$ cat src/rtl/l1_snoop_responder_if.sv
// Snoop, data-array and CPU state-port bundle of the L1 snoop responder.
// master = coherency unit / L1 environment side, slave = responder.
interface l1_snoop_responder_if #(
    parameter int unsigned SET_W  = 4,
    parameter int unsigned WORD_W = 1
);
    logic              snoop_req;
    logic [SET_W-1:0]  set_sel;
    logic [1:0]        state_transfer;
    logic              snoop_ack;
    logic              valid;
    logic              exclusive;
    logic              dirty;
    logic [31:0]       requested_data;
    logic              data_valid;
    logic [WORD_W-1:0] word_idx;
    logic              snoop_done;
    logic              busy;
    logic              data_ren;
    logic [SET_W-1:0]  data_set;
    logic [WORD_W-1:0] data_word;
    logic [31:0]       data_rdata;
    logic [SET_W-1:0]  cpu_set;
    logic              cpu_state_wen;
    logic [1:0]        cpu_state_in;
    logic [1:0]        cpu_state_out;

    modport master (
        output snoop_req, set_sel, state_transfer, data_rdata,
               cpu_set, cpu_state_wen, cpu_state_in,
        input  snoop_ack, valid, exclusive, dirty, requested_data, data_valid,
               word_idx, snoop_done, busy, data_ren, data_set, data_word, cpu_state_out
    );

    modport slave (
        input  snoop_req, set_sel, state_transfer, data_rdata,
               cpu_set, cpu_state_wen, cpu_state_in,
        output snoop_ack, valid, exclusive, dirty, requested_data, data_valid,
               word_idx, snoop_done, busy, data_ren, data_set, data_word, cpu_state_out
    );
endinterface

$ cat src/rtl/l1_snoop_responder.sv
// Cache-side snoop responder: owns the per-set MESI array of one L1, answers snoops,
// flushes dirty blocks from the data array and commits the coherency unit's end state.
module l1_snoop_responder #(
    parameter int unsigned CACHE_SIZE = 1024,
    parameter int unsigned BLOCK_SIZE = 2,
    parameter int unsigned ASSOC      = 1
) (
    input  logic                  CLK,
    input  logic                  nRST,
    l1_snoop_responder_if.slave   bus
);
    localparam int unsigned N_SETS = CACHE_SIZE / 8 / 4 / BLOCK_SIZE / ASSOC;
    localparam int unsigned SET_W  = (N_SETS > 1) ? $clog2(N_SETS) : 1;
    localparam int unsigned WORD_W = (BLOCK_SIZE > 1) ? $clog2(BLOCK_SIZE) : 1;
    localparam int unsigned CNT_W  = $clog2(BLOCK_SIZE + 1);

    localparam logic [1:0] MESI_M = 2'd0;
    localparam logic [1:0] MESI_E = 2'd1;
    localparam logic [1:0] MESI_I = 2'd3;

    typedef enum logic [2:0] {
        ST_IDLE, ST_LOOKUP, ST_RESP, ST_FLUSH, ST_UPDATE
    } state_t;

    state_t            r_state, w_state_nxt;
    logic [CNT_W-1:0]  r_cnt, w_cnt_nxt;
    logic [SET_W-1:0]  r_set;
    logic [1:0]        r_xfer;
    logic [1:0]        r_mesi [N_SETS];
    logic [1:0]        w_lookup;

    logic              r_ack, r_valid, r_excl, r_dirty, r_dvalid, r_done, r_busy, r_ren;
    logic [WORD_W-1:0] r_widx, r_dword;
    logic [SET_W-1:0]  r_dset;
    logic              w_ack_nxt, w_valid_nxt, w_excl_nxt, w_dirty_nxt;
    logic              w_dvalid_nxt, w_done_nxt, w_busy_nxt, w_ren_nxt;
    logic [WORD_W-1:0] w_widx_nxt, w_dword_nxt;
    logic [SET_W-1:0]  w_dset_nxt;

    assign w_lookup = r_mesi[r_set];

    // Next state plus next-cycle outputs, decoded from the state being entered.
    always_comb begin
        w_state_nxt  = r_state;
        w_cnt_nxt    = r_cnt;
        w_ack_nxt    = 1'b0;
        w_valid_nxt  = 1'b0;
        w_excl_nxt   = 1'b0;
        w_dirty_nxt  = 1'b0;
        w_dvalid_nxt = 1'b0;
        w_widx_nxt   = '0;
        w_done_nxt   = 1'b0;
        w_ren_nxt    = 1'b0;
        w_dset_nxt   = '0;
        w_dword_nxt  = '0;

        case (r_state)
            ST_IDLE:   if (bus.snoop_req) w_state_nxt = ST_LOOKUP;
            ST_LOOKUP: w_state_nxt = ST_RESP;
            ST_RESP:   w_state_nxt = r_dirty ? ST_FLUSH : ST_UPDATE;
            ST_FLUSH: begin
                if (r_cnt == CNT_W'(BLOCK_SIZE)) begin
                    w_state_nxt = ST_UPDATE;
                    w_cnt_nxt   = '0;
                end else begin
                    w_cnt_nxt   = r_cnt + CNT_W'(1);
                end
            end
            ST_UPDATE: w_state_nxt = ST_IDLE;
            default:   w_state_nxt = ST_IDLE;
        endcase

        w_busy_nxt = (w_state_nxt != ST_IDLE);
        w_done_nxt = (w_state_nxt == ST_UPDATE);

        if (w_state_nxt == ST_RESP) begin
            w_ack_nxt   = 1'b1;
            w_valid_nxt = (w_lookup != MESI_I);
            w_excl_nxt  = (w_lookup == MESI_M) || (w_lookup == MESI_E);
            w_dirty_nxt = (w_lookup == MESI_M);
        end

        // Read word c is issued in flush cycle c; its data returns in cycle c+1.
        if (w_state_nxt == ST_FLUSH) begin
            if (w_cnt_nxt < CNT_W'(BLOCK_SIZE)) begin
                w_ren_nxt   = 1'b1;
                w_dset_nxt  = r_set;
                w_dword_nxt = WORD_W'(w_cnt_nxt);
            end
            if (w_cnt_nxt != '0) begin
                w_dvalid_nxt = 1'b1;
                w_widx_nxt   = WORD_W'(w_cnt_nxt - CNT_W'(1));
            end
        end
    end

    // State, snoop latch, MESI array and registered outputs.
    always_ff @(posedge CLK) begin
        if (!nRST) begin
            r_state  <= ST_IDLE;
            r_cnt    <= '0;
            r_set    <= '0;
            r_xfer   <= '0;
            r_ack    <= 1'b0;
            r_valid  <= 1'b0;
            r_excl   <= 1'b0;
            r_dirty  <= 1'b0;
            r_dvalid <= 1'b0;
            r_widx   <= '0;
            r_done   <= 1'b0;
            r_busy   <= 1'b0;
            r_ren    <= 1'b0;
            r_dset   <= '0;
            r_dword  <= '0;
            for (int i = 0; i < int'(N_SETS); i++) begin
                r_mesi[i] <= MESI_I;
            end
        end else begin
            r_state  <= w_state_nxt;
            r_cnt    <= w_cnt_nxt;
            r_ack    <= w_ack_nxt;
            r_valid  <= w_valid_nxt;
            r_excl   <= w_excl_nxt;
            r_dirty  <= w_dirty_nxt;
            r_dvalid <= w_dvalid_nxt;
            r_widx   <= w_widx_nxt;
            r_done   <= w_done_nxt;
            r_busy   <= w_busy_nxt;
            r_ren    <= w_ren_nxt;
            r_dset   <= w_dset_nxt;
            r_dword  <= w_dword_nxt;
            if ((r_state == ST_IDLE) && bus.snoop_req) begin
                r_set  <= bus.set_sel;
                r_xfer <= bus.state_transfer;
            end
            // CPU writes land only while idle, so the snoop owns the array once started.
            if (r_state == ST_UPDATE) begin
                r_mesi[r_set] <= r_xfer;
            end else if ((r_state == ST_IDLE) && bus.cpu_state_wen) begin
                r_mesi[bus.cpu_set] <= bus.cpu_state_in;
            end
        end
    end

    assign bus.snoop_ack      = r_ack;
    assign bus.valid          = r_valid;
    assign bus.exclusive      = r_excl;
    assign bus.dirty          = r_dirty;
    assign bus.data_valid     = r_dvalid;
    assign bus.word_idx       = r_widx;
    assign bus.requested_data = r_dvalid ? bus.data_rdata : 32'd0;
    assign bus.snoop_done     = r_done;
    assign bus.busy           = r_busy;
    assign bus.data_ren       = r_ren;
    assign bus.data_set       = r_dset;
    assign bus.data_word      = r_dword;
    assign bus.cpu_state_out  = r_mesi[bus.cpu_set];

endmodule

$ cat src/flat_wrapper.sv
// flat-port wrapper written by rule: the top's interface ports become plain ports
module l1_snoop_responder_flat 
#(
    parameter int unsigned CACHE_SIZE = 1024,
    parameter int unsigned BLOCK_SIZE = 2,
    parameter int unsigned ASSOC      = 1
)
  (CLK, nRST, bus_snoop_req, bus_set_sel, bus_state_transfer, bus_data_rdata, bus_cpu_set, bus_cpu_state_wen, bus_cpu_state_in, bus_snoop_ack, bus_valid, bus_exclusive, bus_dirty, bus_requested_data, bus_data_valid, bus_word_idx, bus_snoop_done, bus_busy, bus_data_ren, bus_data_set, bus_data_word, bus_cpu_state_out);
  l1_snoop_responder_if #(.SET_W(4), .WORD_W(1)) bus_i ();
  input  logic CLK;
  input  logic nRST;
  input wire logic [$bits(bus_i.snoop_req)-1:0] bus_snoop_req;
  input wire logic [$bits(bus_i.set_sel)-1:0] bus_set_sel;
  input wire logic [$bits(bus_i.state_transfer)-1:0] bus_state_transfer;
  input wire logic [$bits(bus_i.data_rdata)-1:0] bus_data_rdata;
  input wire logic [$bits(bus_i.cpu_set)-1:0] bus_cpu_set;
  input wire logic [$bits(bus_i.cpu_state_wen)-1:0] bus_cpu_state_wen;
  input wire logic [$bits(bus_i.cpu_state_in)-1:0] bus_cpu_state_in;
  output wire logic [$bits(bus_i.snoop_ack)-1:0] bus_snoop_ack;
  output wire logic [$bits(bus_i.valid)-1:0] bus_valid;
  output wire logic [$bits(bus_i.exclusive)-1:0] bus_exclusive;
  output wire logic [$bits(bus_i.dirty)-1:0] bus_dirty;
  output wire logic [$bits(bus_i.requested_data)-1:0] bus_requested_data;
  output wire logic [$bits(bus_i.data_valid)-1:0] bus_data_valid;
  output wire logic [$bits(bus_i.word_idx)-1:0] bus_word_idx;
  output wire logic [$bits(bus_i.snoop_done)-1:0] bus_snoop_done;
  output wire logic [$bits(bus_i.busy)-1:0] bus_busy;
  output wire logic [$bits(bus_i.data_ren)-1:0] bus_data_ren;
  output wire logic [$bits(bus_i.data_set)-1:0] bus_data_set;
  output wire logic [$bits(bus_i.data_word)-1:0] bus_data_word;
  output wire logic [$bits(bus_i.cpu_state_out)-1:0] bus_cpu_state_out;
  assign bus_i.snoop_req = bus_snoop_req;
  assign bus_i.set_sel = bus_set_sel;
  assign bus_i.state_transfer = bus_state_transfer;
  assign bus_i.data_rdata = bus_data_rdata;
  assign bus_i.cpu_set = bus_cpu_set;
  assign bus_i.cpu_state_wen = bus_cpu_state_wen;
  assign bus_i.cpu_state_in = bus_cpu_state_in;
  assign bus_snoop_ack = bus_i.snoop_ack;
  assign bus_valid = bus_i.valid;
  assign bus_exclusive = bus_i.exclusive;
  assign bus_dirty = bus_i.dirty;
  assign bus_requested_data = bus_i.requested_data;
  assign bus_data_valid = bus_i.data_valid;
  assign bus_word_idx = bus_i.word_idx;
  assign bus_snoop_done = bus_i.snoop_done;
  assign bus_busy = bus_i.busy;
  assign bus_data_ren = bus_i.data_ren;
  assign bus_data_set = bus_i.data_set;
  assign bus_data_word = bus_i.data_word;
  assign bus_cpu_state_out = bus_i.cpu_state_out;
  l1_snoop_responder #(.CACHE_SIZE(CACHE_SIZE), .BLOCK_SIZE(BLOCK_SIZE), .ASSOC(ASSOC)) u_core (.CLK(CLK), .nRST(nRST), .bus(bus_i));
endmodule
$ cat config.mk
export PLATFORM = sky130hd
export DESIGN_NAME = l1_snoop_responder_flat
export DESIGN_NICKNAME = d
export VERILOG_FILES = /design/src/rtl/l1_snoop_responder_if.sv /design/src/rtl/l1_snoop_responder.sv /design/src/flat_wrapper.sv
export SDC_FILE = /design/constraint.sdc
export NUM_CORES = 1
export LEC_CHECK = 0
export ABC_CLOCK_PERIOD_IN_PS = 2520
export CORE_MARGIN = 8
export CORE_UTILIZATION = 48
export DETAILED_ROUTE_END_ITERATION = 8
export HOLD_SLACK_MARGIN = 0.02
export PLACE_DENSITY = 0.91
export SLEW_MARGIN = 20
export SYNTH_ARGS = -nofsm -noshare
export SYNTH_HDL_FRONTEND = slang
export SYNTH_SLANG_ARGS = --single-unit
$ cat constraint.sdc
create_clock -name CLK -period 2.52 [get_ports CLK]
set_clock_uncertainty 0.2 [all_clocks]
set_input_delay 0.504 -clock CLK [delete_from_list [all_inputs] [get_ports CLK]]
set_output_delay 0.504 -clock CLK [all_outputs]
set_load 0.01 [all_outputs]
Word-level counts from Yosys, hierarchy flattened:

Memory sizes are Yosys's and may differ from the RTL's. A register that Yosys moved wholly into a read port is not among the register bits.
Cells that the tools add are included.

* register bits after elaboration: 25
* RAM bits: 32
* bits of input ports: 48
* logic and storage cells: 68
* memories kept: 1

* $add $sub $neg: 2
* order comparisons: 1
* equal/unequal tests: 10
* muxes and demuxes: 26
* reduce and logical (&&, ||, !) cells: 13

Memories
* u_core.r_mesi: depth 16, bits a word 2, rd ports 2, clocked after memory_dff 1, write ports 16, RTL line l1_snoop_responder.sv:29 `logic [1:0] r_mesi [N_SETS];`

Operators with widths (number)
* $mux W32: 1
* $mux W4: 4
* $mux W1: 13
* $eq A3 B2 Y1 const B: 4
* $pmux W3 S4: 1
* $mux W3: 3
* $mux W2: 4
* $eq A3 B3 Y1 const B: 2
* $reduce_and A3 Y1: 2
* $reduce_and A2 Y1: 2
* $reduce_or A2 Y1: 2
* $eq A3 B1 Y1 const B: 1
* $logic_not A3 Y1: 1
* $reduce_bool A3 Y1: 1
* $add A2 B1 Y2 const B: 1
* $eq A2 B1 Y1 const B: 1
* $eq A2 B2 Y1 const B: 1
* $logic_and A1 B1 Y1: 2
* $logic_not A2 Y1: 1
* $lt A2 B2 Y1 const B: 1
* $ne A2 B2 Y1 const B: 1
* $reduce_bool A2 Y1: 1
* $logic_or A1 B1 Y1: 1
* $sub A1 B1 Y1 const B: 1

Longest topological paths before layout:

Gate-level depths: netlist (run 1).

* depth after elaboration: 8
* gate-level depth with buffers: 6
* depth with buffers taken out: 4

Worst setup path before layout (run 1):

Ideal clock, no wire load.

* path type: input to output
* from: input port bus_cpu_set[0]
* to: output port bus_cpu_state_out[0]
* arrival: 1786 ps
* setup slack: 30 ps
* cell stages on the path: 3
* buffers on the path: 1
* cell sequence: buf_2 -> mux4_2 -> mux4_2

* longest elaborated chain between the ends: 1

RTL lines
* start: declaration: RTL line flat_wrapper.sv:16 `input wire logic [$bits(bus_i.cpu_set)-1:0] bus_cpu_set;`
* $mem_v2 Z16 W2
* end: declaration: RTL line flat_wrapper.sv:31 `output wire logic [$bits(bus_i.cpu_state_out)-1:0] bus_cpu_state_out;`

No other way between the ends.

==> results by group, run 1 <==
Run status
  – Status: finished, violations left
  – Failing checks: setup timing

Finish
  – Commonest non-fill, non-tap cell in the layout: clkdlybuf4s50_1
  – Antenna cells: 0
  – Layout Nets: 465
  – P&R area growth vs syn: 43.2%
  – Most frequent cells in the layout: 91 x clkdlybuf4s50_1, 42 x nand2_1, 36 x and2_1, 32 x edfxtp_1, 30 x buf_4
  – Share of cells above drive strength 1: 22.0%

Critical path
  – FF-to-FF path depth: 4
  – Type of the worst setup path: reg2out
  – R2R setup slack: 0.33 ns
  – Endpoint type of the worst setup path: primary output
  – CP Data Arrival Time: 1.88 ns
  – Setup crit start: u_core.r_mesi[15][0]$_SDFFCE_PN1P_
  – CP required: 1.82 ns
  – R2R Path End: u_core.r_mesi[0][0]$_SDFFCE_PN1P_
  – Critical-path maximum fanout: 2
  – Critical R2R Launch: u_core.r_state[0]$_SDFF_PN0_
  – Critical path launch point type: register

Clock tree
  – CTS tree: yes
  – Clk sink count: 61
  – Clk_lat worst skew: 0.35 ns
  – CTS H-tree lvls: 3
  – CTS buffer count: 9
  – CTS Buffer Depth: 2
  – Clk root buf: clkbuf_8
  – CTS Hold Bufs: 0
  – Clock Pin Slew Worst Setup and Hold Paths: 0.07 ns

Global route
  – Global Route Usage Sum: 19.7%
  – Vias in the first global route: 2806
  – Largest net degree at the start of global routing: 34
  – Number of antenna violations at the first check in global routing: 0
  – First-pass GRT wire length: 15100 um
  – Total gr overflow: 0

Power
  – Sw Ratio: 23.7%
  – Seq pwr share: 46.0%
  – Clk network pwr share: 38.7%
  – Psw: 0.565 mW
  – Combinational power share: 15.3%
  – Leak Pwr: 1.60 nW
  – Pwr dens: 488 nW/um^2
  – Internal Pwr Total: 1.82 mW
  – Worst vdd ir: 0.358 mV

Synth
  – Sequential fraction of the synthesis area: 45.3%
  – Net count after synthesis: 345
  – Mapped Cells: 297
  – Yosys reg bits: 61
  – Netlist cell types: 44
  – Post-Syn Area per Cell: 11.5 sq um
  – Cell Area, Synth: 3410 sq um
  – Yosys warnings: 0

Placement
  – Hpwl dp: 7510 um
  – Post-Place Setup Slack: -0.839 ns
  – Placer Congestion: 0.939
  – I/O Buffers: 95

STA
  – Hold Fails Final Rpt: 0
  – Hold slack: 0.339 ns
  – Pins over their slew limit: 0
  – Period minus WS final: 2.58 ns
  – Setup violators final: 2
  – Post-route setup TNS: -0.0968 ns
  – Setup repair after global routing missed its margin: true
  – Max frequency: 387 MHz
  – Worst setup margin: -0.0646 ns
  – Max_slew headroom: 65.8%
  – Slew @ Worst Pin: 0.512 ns
  – Crit share post-route: 103%

Routing
  – DRT Pass-1 Iters: 5
  – Total number of vias: 2824
  – Routed WL per cell: 18.4 um
  – DRC violations left: 0
  – Antenna Nets Post-Route: 0
  – Detailed Route WL: 9540 um
  – Via-per-instance ratio: 5.45
  – Starting DRC count in detailed routing: 214

Worst hold path
  – Hold path startpoint: u_core.r_set[1]$_SDFFE_PN0P_
  – HP Class: reg2reg
  – Min-Delay Path Depth: 1
  – Hold EP: u_core.bus.data_set[1]$_SDFF_PN0_

Floorplanning
  – Die height: 100 um
  – DIE AREA: 10000 sq um
  – Row count: 30
  – Die W: 100 um
  – Initial Utilization: 49.9%
  – Core ar.: 6830 sq um
  – Top-Level Pins: 96

Job
  – Max-cap violation count: 0
==> area by class of cell <==
class | count | area, sq um
clock inverters | 5 | 75.1
inverters | 2 | 7.51
clock buffers | 11 | 131
flip-flops and latches | 61 | 1540
fillers | 474 | 1950
multi-input cells | 215 | 1770
well taps | 96 | 120
repair buffers | 128 | 1240
==> worst max-delay path, cell delays in order (launching register included) <==
cell      delay [ns]
edfxtp_1        0.41
mux4_2          0.50
mux4_2          0.49
buf_6           0.14
==> synthesized netlist by cell type, drive strengths merged <==
library cell,number,area (sq um)
nor3b,2,20.0
a311oi,1,15.0
or4b,1,13.8
clkbuf,10,37.5
and2,36,225
a211o,6,52.6
o21ai,26,141
dfxtp,29,581
xor2,1,8.76
a21oi,7,35.0
nand3b,2,18.8
nor4b,2,47.6
and4,1,8.76
o21a,5,60.1
nand2b,8,50.1
mux4,18,405
o41ai,2,32.5
edfxtp,32,961
mux2i,12,120
o211a,1,10.0
o31ai,6,65.1
and4b,1,10.0
a211oi,1,7.51
and3,2,12.5
buf,9,53.8
nand2,42,158
nor2,6,22.5
nor4,2,42.5
inv,2,7.51
nor2b,12,75.1
mux2,3,37.5
o22ai,2,12.5
nor3,7,57.6
==> metrics by stage <==
| stage | power (mW) | area, sq um | cells | util [%] |
|---|---|---|---|---|
| after CTS | 2.39 | 4870 | 518 | 71.3 |
| after detailed placement | 1.47 | 4620 | 499 | 67.7 |
| after floorplan | 1.29 | 3410 | 297 | - |
| after global routing | 2.46 | 4880 | 518 | 71.4 |
| final | 2.38 | 4880 | 518 | 71.4 |
| after global placement | 1.45 | 4620 | 499 | 67.7 |
==> cell families after synthesis <==
family,Yosys count,synth area share (%)
flip-flops,61,45.3
multiplexers,33,16.5
buffers and inverters,21,2.90
AO/OA/AOI/OAI,57,12.7
AND/OR/NAND/NOR,124,22.4
XOR/XNOR,1,0.257
==> power groups by stage <==
stage | logic [mW] | registers, mW | clock network [mW]
final | 0.363 | 1.10 | 0.923
after global placement | 0.336 | 1.12 | 0
after floorplan | 0.192 | 1.10 | 0
after detailed placement | 0.348 | 1.12 | 0
after global routing | 0.386 | 1.10 | 0.979
after CTS | 0.360 | 1.10 | 0.932
==> routing by layer <==
metal  track usage (%)  share of wire, %  vias to the layer above
met3              4.71               6.0                       18
met2              34.4                52                      119
li1                  -                 -                     1333
met5                 0                 0                        -
met4              8.60               1.9                        0
met1              22.3                40                     1354
==> flip-flops by register name, summed over array words and instances, names as in the netlist, named ones only <==
signal / count
u_core.bus.snoop_ack: 1
u_core.bus.dirty: 1
u_core.bus.busy: 1
u_core.bus.snoop_done: 1
u_core.r_xfer: 2
u_core.bus.valid: 1
u_core.bus.data_ren: 1
u_core.r_state: 3
u_core.r_set: 4
u_core.bus.data_word: 1
u_core.r_mesi: 32
u_core.bus.word_idx: 1
u_core.bus.data_valid: 1
u_core.r_cnt: 2
u_core.bus.data_set: 4
u_core.bus.exclusive: 1
==> worst max-delay path by stage <==
| stage | endpoint | slack (ns) | cells after the start |
|---|---|---|---|
| 2_1_floorplan | bus_cpu_state_out[0] | 0.03 | 3 |
| 5_1_grt | bus_cpu_state_out[0] | -0.10 | 3 |
| 6_report | bus_cpu_state_out[0] | -0.06 | 3 |
| 3_5_place_dp | bus_cpu_state_out[0] | -0.84 | 5 |
| 4_1_cts | bus_cpu_state_out[0] | -0.06 | 3 |
| 3_3_place_gp | bus_cpu_state_out[1] | -0.82 | 5 |
==> what timing repair did <==
action | 4_1_cts | 5_1_grt
resized for setup | 19 | 1
gates cloned | 2 | 0
setup buffers | 1 | 0
endpoints found under the setup margin | 2 | 2
Note: power is estimated with default switching activity, not from simulation.
==> inputs of run 2 (changes only) <==
Settings changed: ABC_CLOCK_PERIOD_IN_PS 2520 to 3300, CORE_UTILIZATION 48 to 52, PLACE_DENSITY 0.91 to 0.95.
Clock period 2.52 ns to 3.3 ns, I/O delays scaled along.
==> results by group, run 2 (synthesis results as in run 1) <==
Critical path
  – Critical R2R Launch: u_core.r_state[0]$_SDFF_PN0_
  – Critical-path maximum fanout: 9 (+7)
  – CP required: 2.44 ns (+0.62 ns)
  – Type of the worst setup path: in2out
  – Critical path launch point type: input port
  – R2R Path End: u_core.r_mesi[8][1]$_SDFFCE_PN1P_
  – R2R setup slack: 0.89 ns (+0.56 ns)
  – CP Data Arrival Time: 2.31 ns (+0.43 ns)
  – Endpoint type of the worst setup path: primary output
  – FF-to-FF path depth: 5 (+1)

Clock tree
  – Clock Pin Slew Worst Setup and Hold Paths: 0.06 ns (about the same)
  – Clk_lat worst skew: 0.34 ns (about the same)
  – Clk root buf: clkbuf_8
  – CTS tree: yes
  – CTS Buffer Depth: 2 (unchanged)
  – Clk sink count: 61 (unchanged)
  – CTS buffer count: 9 (unchanged)
  – CTS H-tree lvls: 3 (unchanged)
  – CTS Hold Bufs: 0 (unchanged)

STA
  – Slew @ Worst Pin: 0.710 ns (+0.197 ns)
  – Post-route setup TNS: 0 ns (+0.0968 ns)
  – Setup repair after global routing missed its margin: false
  – Setup violators final: 0 (-2)
  – Max frequency: 316 MHz
  – Max_slew headroom: 52.6% (-13 points)
  – Pins over their slew limit: 0 (unchanged)
  – Crit share post-route: 95.9%
  – Hold Fails Final Rpt: 0 (unchanged)
  – Period minus WS final: 3.17 ns
  – Hold slack: 0.334 ns (-0.00503 ns)

Power
  – Leak Pwr: 1.50 nW (-6.2%)
  – Worst vdd ir: 0.314 mV (-12%)
  – Pwr dens: 367 nW/um^2 (-25%)
  – Total power draw: 1.72 mW (-28%)

Global route
  – First-pass GRT wire length: 15700 um (+3.8%)
  – Total gr overflow: 0 (unchanged)
  – Number of antenna violations at the first check in global routing: 0 (unchanged)
  – Vias in the first global route: 2804 (-0.071%)
  – Largest net degree at the start of global routing: 34 (unchanged)
  – Global Route Usage Sum: 20.7% (+1.0 points)

Worst hold path
  – Hold EP: u_core.bus.valid$_SDFF_PN0_
  – Min-Delay Path Depth: 2 (+1)
  – HP Class: reg2reg

Routing
  – Total number of vias: 2818 (-0.21%)
  – Via-per-instance ratio: 5.87 (+7.7%)
  – DRC violations left: 0 (unchanged)
  – Antenna Nets Post-Route: 0 (unchanged)
  – Routed WL per cell: 20.3 um (+10%)
  – Starting DRC count in detailed routing: 231 (+7.9%)
  – Detailed Route WL: 9750 um (+2.2%)
  – DRT Pass-1 Iters: 5 (unchanged)

Floorplanning
  – Initial Utilization: 53.6% (+3.8 points)
  – Die W: 96.9 um (-3.3%)
  – Core ar.: 6350 sq um (-7.1%)
  – Row count: 29 (-3.3%)
  – Top-Level Pins: 96 (unchanged)
  – Die height: 96.9 um (-3.3%)
  – DIE AREA: 9400 sq um (-6.5%)

Run status
  – Status: finished, final reports clean

Finish
  – Final Util: 74.0% (+2.6 points)
  – Antenna cells: 0 (unchanged)
  – Non-filler instance count after layout: 480 (-7.3%)
  – Most frequent cells in the layout: 92 x clkdlybuf4s50_1, 42 x nand2_1, 36 x and2_1, 32 x edfxtp_1, 29 x dfxtp_1
  – Multi-input gate area: 1770 sq um (unchanged)
  – Share of cells above drive strength 1: 18.6% (-3.4 points)
  – Commonest non-fill, non-tap cell in the layout: clkdlybuf4s50_1
  – Max FFs per register: 32 (unchanged)
  – P&R area growth vs syn: 38.0%
  – Seq. cell area: 1540 sq um (unchanged)
  – Layout Nets: 446 (-4.1%)
  – Most flops, register: u_core.r_mesi
  – Fill count: 399 (-16%)

Placement
  – Hpwl dp: 7720 um (+2.7%)
  – I/O Buffers: 95 (unchanged)
  – # placed instances: 462 (-7.4%)
  – Placer Congestion: 1.01 (+7.2%)

Job
  – Max-cap violation count: 0 (unchanged)
## run 2: worst max-delay path: stages
cell             delay (ns)
clkdlybuf4s50_1        0.45
buf_4                  0.17
mux4_2                 0.32
mux4_2                 0.47
clkdlybuf4s15_2        0.24
## run 2: report_power, final
group	switching [mW]	internal, mW
combinational	0.114	0.133
clock	0.278	0.357
sequential	0.0289	0.813
total	0.421	1.30
## run 2: area by class of cell
| type | instances | share of cell area, % |
|---|---|---|
| Clock inverter | 3 | 0.373 |
| Sequential cell | 61 | 32.8 |
| Clock buffer | 13 | 3.83 |
| Timing Repair Buffer | 109 | 23.2 |
| Inverter | 2 | 0.160 |
| Multi-Input combinational cell | 215 | 37.6 |
| Tap cell | 77 | 2.05 |
## run 2: worst max path at each step
stage                              start                   end
after floorplan           bus_cpu_set[0]  bus_cpu_state_out[0]
after global placement    bus_cpu_set[0]  bus_cpu_state_out[0]
after detailed placement  bus_cpu_set[0]  bus_cpu_state_out[0]
after CTS                 bus_cpu_set[0]  bus_cpu_state_out[1]
after global routing      bus_cpu_set[1]  bus_cpu_state_out[1]
final                     bus_cpu_set[1]  bus_cpu_state_out[1]
## run 2: per-stage QoR
step                      setup slack (ns)  instance area, sq um
after detailed placement            -0.361                  4460
after floorplan                      0.498                  3410
after global placement              -0.342                  4460
after CTS                           0.0491                  4700
after global routing                0.0983                  4700
final                                0.134                  4700
## run 2: timing repair
item | in CTS | in global routing
cloned | 1 | 0
gates resized for setup | 7 | 2
pin swaps | 0 | 0
setup buffers | 1 | 0
endpoints found under the setup margin | 2 | 2
## run 2: metal layers
layer  up-vias  share of wire, %  global-route usage, %
met5         -                 0                      0
met4         0               2.8                   9.23
met3        30               7.1                   3.70
met1      1324                39                   24.5
met2       167                51                   35.8
li1       1297                 -                      -
